==> src/rtl/register_bank_param_if.sv <==
// Decode/write-back side signal bundle for register_bank_param.
// The master drives addresses and write-back; the slave (the bank) returns read data, hazards and debug views.
interface register_bank_param_if #(
  parameter int DATA_W = 8,
  parameter int ADDR_W = 3
);
  logic [ADDR_W-1:0] i_AddrReg1;
  logic [ADDR_W-1:0] i_AddrReg2;
  logic [ADDR_W-1:0] i_AddrRegDest;
  logic              i_WriteBack;
  logic [DATA_W-1:0] i_WriteData;
  logic [DATA_W-1:0] o_Data1;
  logic [DATA_W-1:0] o_Data2;
  logic              o_Hazard1;
  logic              o_Hazard2;
  logic [DATA_W-1:0] o_RegShowing1;
  logic [DATA_W-1:0] o_RegShowing2;

  modport master (
    output i_AddrReg1, i_AddrReg2, i_AddrRegDest, i_WriteBack, i_WriteData,
    input  o_Data1, o_Data2, o_Hazard1, o_Hazard2, o_RegShowing1, o_RegShowing2
  );

  modport slave (
    input  i_AddrReg1, i_AddrReg2, i_AddrRegDest, i_WriteBack, i_WriteData,
    output o_Data1, o_Data2, o_Hazard1, o_Hazard2, o_RegShowing1, o_RegShowing2
  );
endinterface

==> src/rtl/register_bank_param.sv <==
// Register file: 2 registered read ports (1-cycle), write-back commits WB_DELAY edges after issue; no backpressure.
// Defining REGBANK_BYPASS_EN forwards committing data onto same-edge reads and drops the last stage from hazards.
module register_bank_param #(
  parameter int DATA_W   = 8,
  parameter int ADDR_W   = 3,
  parameter int WB_DELAY = 1,
  parameter int ZERO_R0  = 0
) (
  input logic i_CLK,
  input logic i_RST_N,
  register_bank_param_if.slave bus
);

  localparam int NREGS = 1 << ADDR_W;
  localparam int PD    = (WB_DELAY > 0) ? WB_DELAY : 1;
`ifdef REGBANK_BYPASS_EN
  localparam int HZ_N  = (WB_DELAY > 0) ? WB_DELAY - 1 : 0;
`else
  localparam int HZ_N  = WB_DELAY;
`endif

  logic [DATA_W-1:0] regs_q [NREGS];
  logic              pend_v_q [PD];
  logic [ADDR_W-1:0] pend_a_q [PD];
  logic [DATA_W-1:0] data1_q, data2_q;
  logic [DATA_W-1:0] data1_d, data2_d;
  logic [DATA_W-1:0] show1, show2;
  logic              haz1, haz2;
  logic              commit_v;
  logic [ADDR_W-1:0] commit_a;

  // With no delay stages the issue itself is the commit.
  always_comb begin
    if (WB_DELAY == 0) begin
      commit_v = bus.i_WriteBack;
      commit_a = bus.i_AddrRegDest;
    end else begin
      commit_v = pend_v_q[PD-1];
      commit_a = pend_a_q[PD-1];
    end
    if (ZERO_R0 != 0 && commit_a == '0) commit_v = 1'b0;
  end

  always_comb begin
    show1 = regs_q[bus.i_AddrReg1];
    show2 = regs_q[bus.i_AddrReg2];
    if (ZERO_R0 != 0 && bus.i_AddrReg1 == '0) show1 = '0;
    if (ZERO_R0 != 0 && bus.i_AddrReg2 == '0) show2 = '0;
  end

  always_comb begin
    data1_d = show1;
    data2_d = show2;
`ifdef REGBANK_BYPASS_EN
    if (commit_v && commit_a == bus.i_AddrReg1) data1_d = bus.i_WriteData;
    if (commit_v && commit_a == bus.i_AddrReg2) data2_d = bus.i_WriteData;
`endif
  end

  always_comb begin
    haz1 = 1'b0;
    haz2 = 1'b0;
    for (int k = 0; k < PD; k++) begin
      if (k < HZ_N) begin
        if (pend_v_q[k] && pend_a_q[k] == bus.i_AddrReg1) haz1 = 1'b1;
        if (pend_v_q[k] && pend_a_q[k] == bus.i_AddrReg2) haz2 = 1'b1;
      end
    end
    if (ZERO_R0 != 0 && bus.i_AddrReg1 == '0) haz1 = 1'b0;
    if (ZERO_R0 != 0 && bus.i_AddrReg2 == '0) haz2 = 1'b0;
  end

  always_ff @(posedge i_CLK or negedge i_RST_N) begin
    if (!i_RST_N) begin
      for (int r = 0; r < NREGS; r++) regs_q[r] <= '0;
      for (int k = 0; k < PD; k++) begin
        pend_v_q[k] <= 1'b0;
        pend_a_q[k] <= '0;
      end
      data1_q <= '0;
      data2_q <= '0;
    end else begin
      pend_v_q[0] <= bus.i_WriteBack;
      pend_a_q[0] <= bus.i_AddrRegDest;
      for (int k = 1; k < PD; k++) begin
        pend_v_q[k] <= pend_v_q[k-1];
        pend_a_q[k] <= pend_a_q[k-1];
      end
      if (commit_v) regs_q[commit_a] <= bus.i_WriteData;
      data1_q <= data1_d;
      data2_q <= data2_d;
    end
  end

  assign bus.o_Data1       = data1_q;
  assign bus.o_Data2       = data2_q;
  assign bus.o_Hazard1     = haz1;
  assign bus.o_Hazard2     = haz2;
  assign bus.o_RegShowing1 = show1;
  assign bus.o_RegShowing2 = show2;

endmodule

==> src/flat_wrapper.sv <==
// flat-port wrapper written by rule: the top's interface ports become plain ports
module register_bank_param_flat 
#(
  parameter int DATA_W   = 8,
  parameter int ADDR_W   = 3,
  parameter int WB_DELAY = 1,
  parameter int ZERO_R0  = 0
)
  (i_CLK, i_RST_N, bus_i_AddrReg1, bus_i_AddrReg2, bus_i_AddrRegDest, bus_i_WriteBack, bus_i_WriteData, bus_o_Data1, bus_o_Data2, bus_o_Hazard1, bus_o_Hazard2, bus_o_RegShowing1, bus_o_RegShowing2);
  register_bank_param_if #(.DATA_W(DATA_W), .ADDR_W(ADDR_W)) bus_i ();
  input logic i_CLK;
  input logic i_RST_N;
  input wire logic [$bits(bus_i.i_AddrReg1)-1:0] bus_i_AddrReg1;
  input wire logic [$bits(bus_i.i_AddrReg2)-1:0] bus_i_AddrReg2;
  input wire logic [$bits(bus_i.i_AddrRegDest)-1:0] bus_i_AddrRegDest;
  input wire logic [$bits(bus_i.i_WriteBack)-1:0] bus_i_WriteBack;
  input wire logic [$bits(bus_i.i_WriteData)-1:0] bus_i_WriteData;
  output wire logic [$bits(bus_i.o_Data1)-1:0] bus_o_Data1;
  output wire logic [$bits(bus_i.o_Data2)-1:0] bus_o_Data2;
  output wire logic [$bits(bus_i.o_Hazard1)-1:0] bus_o_Hazard1;
  output wire logic [$bits(bus_i.o_Hazard2)-1:0] bus_o_Hazard2;
  output wire logic [$bits(bus_i.o_RegShowing1)-1:0] bus_o_RegShowing1;
  output wire logic [$bits(bus_i.o_RegShowing2)-1:0] bus_o_RegShowing2;
  assign bus_i.i_AddrReg1 = bus_i_AddrReg1;
  assign bus_i.i_AddrReg2 = bus_i_AddrReg2;
  assign bus_i.i_AddrRegDest = bus_i_AddrRegDest;
  assign bus_i.i_WriteBack = bus_i_WriteBack;
  assign bus_i.i_WriteData = bus_i_WriteData;
  assign bus_o_Data1 = bus_i.o_Data1;
  assign bus_o_Data2 = bus_i.o_Data2;
  assign bus_o_Hazard1 = bus_i.o_Hazard1;
  assign bus_o_Hazard2 = bus_i.o_Hazard2;
  assign bus_o_RegShowing1 = bus_i.o_RegShowing1;
  assign bus_o_RegShowing2 = bus_i.o_RegShowing2;
  register_bank_param #(.DATA_W(DATA_W), .ADDR_W(ADDR_W), .WB_DELAY(WB_DELAY), .ZERO_R0(ZERO_R0)) u_core (.i_CLK(i_CLK), .i_RST_N(i_RST_N), .bus(bus_i));
endmodule
==> config.mk <==
export PLATFORM = sky130hd
export DESIGN_NAME = register_bank_param_flat
export DESIGN_NICKNAME = d
export VERILOG_FILES = /design/src/rtl/register_bank_param_if.sv /design/src/rtl/register_bank_param.sv /design/src/flat_wrapper.sv
export SDC_FILE = /design/constraint.sdc
export NUM_CORES = 1
export LEC_CHECK = 0
export CAP_MARGIN = 20
export CORE_MARGIN = 8
export CORE_UTILIZATION = 50
export DETAILED_ROUTE_END_ITERATION = 16
export PLACE_DENSITY = 0.77
export SYNTH_ARGS = -nofsm -noshare
export SYNTH_HDL_FRONTEND = slang
export SYNTH_SLANG_ARGS = --single-unit
==> constraint.sdc <==
create_clock -name i_CLK -period 2.1 [get_ports i_CLK]
set_input_delay 0.42 -clock i_CLK [delete_from_list [all_inputs] [get_ports i_CLK]]
set_output_delay 0.42 -clock i_CLK [all_outputs]
set_load 0.03 [all_outputs]
==> results summary, run 1 <==
The floorplan die width is 106.8 um. The DRC violation total after the first TritonRoute iteration is 91. The total congestion overflow after global routing is 0. The clock reaches the later pin of the worst-skew pair after 0.36 ns.

The sink count of the clock tree came out at 84. The highest clock rate is 0.4684 GHz. The required time reported for the critical path endpoint came out at 1.68 ns. Before antenna repair, the detailed router went through 4 iterations. The mapped netlist covers 0.004119 sq mm. The post-route fraction of the period consumed by the critical path is 101.7%.

Across the run, the number of max-cap violations was 0. The worst min-delay path category is input pin to async pin. Between clock sinks in the finished design, the worst skew comes to 0.01053 ns. After clock tree synthesis, the clock-pin slew on the worst setup and hold paths is 0.09 ns. In the post-route analysis, the smallest setup slack over all paths is -0.03514 ns. Dividing the detail-routed via count by the number of cells gives 6.045. In the post-synthesis netlist, the cell with the most instances is sky130_fd_sc_hd__dfrtp_1. The number of enable-type register cells in the synthesized netlist came out at 0. The fraction of layout cells with a size suffix above 1 came out at between 50% and 60%. Counting flops with an async set or reset pin after synthesis yields a share of 100.0%. The post-synthesis cell type count came out at 14. The endpoint identified for the worst register-to-register timing path is u_core.regs_q[44]. In the final timing run, aggregate negative setup slack is -0.05501 ns. The number of antenna violations at the first check in global routing is 0.

The count of nets after finishing is ~330. For this configuration, the core starts out at a cell density of 50.90%. The remaining antenna violation count came out at 0.

The mean post-synth cell area came out at 17.99 sq um. The Yosys warning count is 0. The arrival time of the worst setup path is around 1.7 ns. Row generation in the floorplan step produced 33 rows. The worst path in the final design needs a cycle of 2.135 ns, including I/O delays and setup. The final-layout fill cell count is approximately 620.

The critical path capture point is bus_o_RegShowing1[7]. In this run, synthesis produced a sequential element count of 84. The clock buffer count from CTS is 9. The final max-slew violation count came out at 0.

Ranked by total cell area, the synthesized netlist is headed by sky130_fd_sc_hd__dfrtp_1 51%, sky130_fd_sc_hd__mux2_2 22%, sky130_fd_sc_hd__mux4_1 20%, sky130_fd_sc_hd__xnor2_1 1.3%, sky130_fd_sc_hd__buf_2 1.1%. The growth of design area from synthesis to finish came out at 29.47%. Along the worst path, the maximum fanout reaches 8.

The slack of the worst reg-to-reg path is 0.27 ns. The number of hold violations in the final report was 0. Hold repair after CTS inserted 0 buffers. At the placement stage, the worst setup path has a slack of -0.9400 ns. The highest ir drop seen on vdd is about 0.00057 V. The worst setup path is captured at an output pin. The startpoint identified for the worst register-to-register timing path is u_core.commit_a[1]. Sorting the synthesized cells by how often they occur yields 84 x sky130_fd_sc_hd__dfrtp_1, 80 x sky130_fd_sc_hd__mux2_2, 31 x sky130_fd_sc_hd__mux4_1, 9 x sky130_fd_sc_hd__buf_2, 6 x sky130_fd_sc_hd__xnor2_1. The cell count after synthesis came out at 229. The number of diodes is 0.

Measured along the y axis, the die boundary spans around 110 um. The quantity of I/O buffers inserted on ports is 53. TritonCTS built the clock tree.

Synthesis produced a netlist with a net count of 249. The wire length after detailed routing is around 10 mm. The critical path launch point type is an input pin. The overall power came out at 5.370 mW. The critical path is of the input pin to output pin type. Headroom to the max-slew limit came out at 63.80%.

After detailed routing, the average wire length per cell comes to 24.85 um. Final hold analysis gives a worst-case slack of 0.04060 ns. The via count of the first global-routing pass came out at 2,732. The root buffer cell chosen for the clock tree is sky130_fd_sc_hd__clkbuf_8.

The global placer's final weighted congestion is 0.7408. The global router's overall resource usage came out at 19.54%. The maximum number of pins on one net before global-route repair is 46. The share of the yosys chip area belonging to registers is between 50 and 60%.

The share of Yosys cell area claimed by the top area cell type came out at 51.03%. Once detailed placement completed, the half-perimeter wirelength came to roughly 6.3 mm. The number of top-level design ports is 54. The reported leakage power came out at 2.262 nW.

For the pin with the worst max-slew slack, the measured transition is about 0.54 ns. The die area is 0.01140 sq mm. The first global-routing pass estimated 16.35 mm of wire. In this run the power density over the cells is 1007 mW/mm^2.

The level count of the clock H-tree is 3. After detailed routing, the number of remaining DRC violations is 0. The worst-case reg-to-reg path depth came out at 3. The run finished, with violations left.

The floorplan step defined a core boundary enclosing between 0.008 and 0.009 sq mm. The most frequently used flop master after synthesis is sky130_fd_sc_hd__dfrtp_1. Setup repair after global routing could not meet its margin everywhere.

The launch point of the critical path is bus_i_AddrReg1[2]. Setup violations remaining at the end of the flow were counted as 4. The biggest area contributor in the post-synthesis netlist is sky130_fd_sc_hd__dfrtp_1. The total via count in the routed design came out at about 2.6k. The final reports fail on negative setup slack.

The clock tree buffer depth came out at 2.
power breakdown:
part | switching (mW) | leakage (nW) | internal [mW]
sequential | 0.269 | 0.994 | 1.98
clock | 0.581 | 0.116 | 0.702
combinational | 0.795 | 1.15 | 1.04
worst min-delay path by stage:
stage / startpoint / endpoint / slack [ns] / cells after the start
6_report: i_RST_N / u_core.bus.o_Data2[0] / 0.04 / 1
5_1_grt: i_RST_N / u_core.bus.o_Data2[0] / 0.07 / 1
4_1_cts: i_RST_N / u_core.bus.o_Data1[0] / 0.05 / 1
3_5_place_dp: i_RST_N / u_core.bus.o_Data2[6] / 0.44 / 1
3_3_place_gp: i_RST_N / u_core.bus.o_Data2[6] / 0.43 / 1
2_1_floorplan: i_RST_N / u_core.bus.o_Data1[0] / 0.12 / 0
kinds of logic (layout without fill, tap and decap cells):
| logic type | after synthesis | count (layout) | synth area share [%] |
|---|---|---|---|
| DFF | 84 | 84 | 51.03 |
| muxes | 112 | 112 | 42.19 |
| xor gates and xnor gates | 6 | 6 | 1.276 |
| and+or+nand+nor | 10 | 10 | 2.522 |
| buffers and inverters | 17 | 105 | 2.977 |
critical path, stage by stage:
cell and delay, ns:
sky130_fd_sc_hd__clkdlybuf4s15_2 0.23, sky130_fd_sc_hd__bufbuf_16 0.30, sky130_fd_sc_hd__mux4_2 0.31, sky130_fd_sc_hd__mux2_4 0.30
sky130_fd_sc_hd__buf_6 0.14
stage by stage:
stage                     instances  area [sq um]  util [%]
after floorplan                 229          4119         -
after global placement          393          4911     60.68
after detailed placement        393          4911     60.68
after CTS                       418          5314     65.66
after global routing            422          5333     65.89
final                           422          5333     65.89
timing repair:
action / CTS / global route
hold endpoints to repair: 0 / 0
gates resized for setup: 178 / 5
buffers inserted: 3 / 4
gates cloned: 6 / 0
endpoints found under the setup margin: 16 / 16
cell usage in the layout (no fill, tap or decap), drive strengths merged:
master         instances
dfrtp                 84
mux2                  80
buf                   55
mux4                  32
clkdlybuf4s50         30
clkbuf                10
xnor2                  6
clkinv                 4
nand4b                 3
nor4bb                 3
and4                   2
bufinv                 2
bufbuf                 2
clkdlybuf4s15          2
nand4                  1
nor4b                  1
registers in the layout, summed over array words and instances, names as in the netlist:
name	flops
u_core.bus.o_Data2	8
u_core.regs_q	64
u_core.bus.o_Data1	8
u_core.commit_v	1
u_core.commit_a	3
per-layer routing:
| layer | vias to the layer above | wire length, um | track usage (%) | part of all wire (%) |
|---|---|---|---|---|
| li1 | 1052 | - | - | - |
| met1 | 1374 | 3908 | 23.73 | 37 |
| met2 | 110 | 5631 | 33.17 | 54 |
| met3 | 15 | 745 | 4.619 | 7.1 |
| met4 | 0 | 199 | 7.236 | 1.9 |
| met5 | - | 0 | 0 | 0 |
cell type report:
class                      count  area [sq um]  area share, %
tap                          105         131.4          2.464
timing repair buffer          89          1036          19.43
multi-input combinational    128          1838          34.47
clock inverter                 6         87.58          1.642
clock buffer                  10         137.6          2.581
sequential                    84          2102          39.42
Power figures use the tool's default switching activity.
==> run 2: changes to the inputs <==
--- a/config.mk
+++ b/config.mk
@@ -5,9 +5,9 @@
 export SDC_FILE = /design/constraint.sdc
 export NUM_CORES = 1
 export LEC_CHECK = 0
-export CAP_MARGIN = 20
 export CORE_MARGIN = 8
 export CORE_UTILIZATION = 50
+export CTS_CLUSTER_DIAMETER = 100
 export DETAILED_ROUTE_END_ITERATION = 16
 export PLACE_DENSITY = 0.77
 export SYNTH_ARGS = -nofsm -noshare
==> results of run 2 <==
No change in the layout: final DEF, timing and power equal those of run 1.
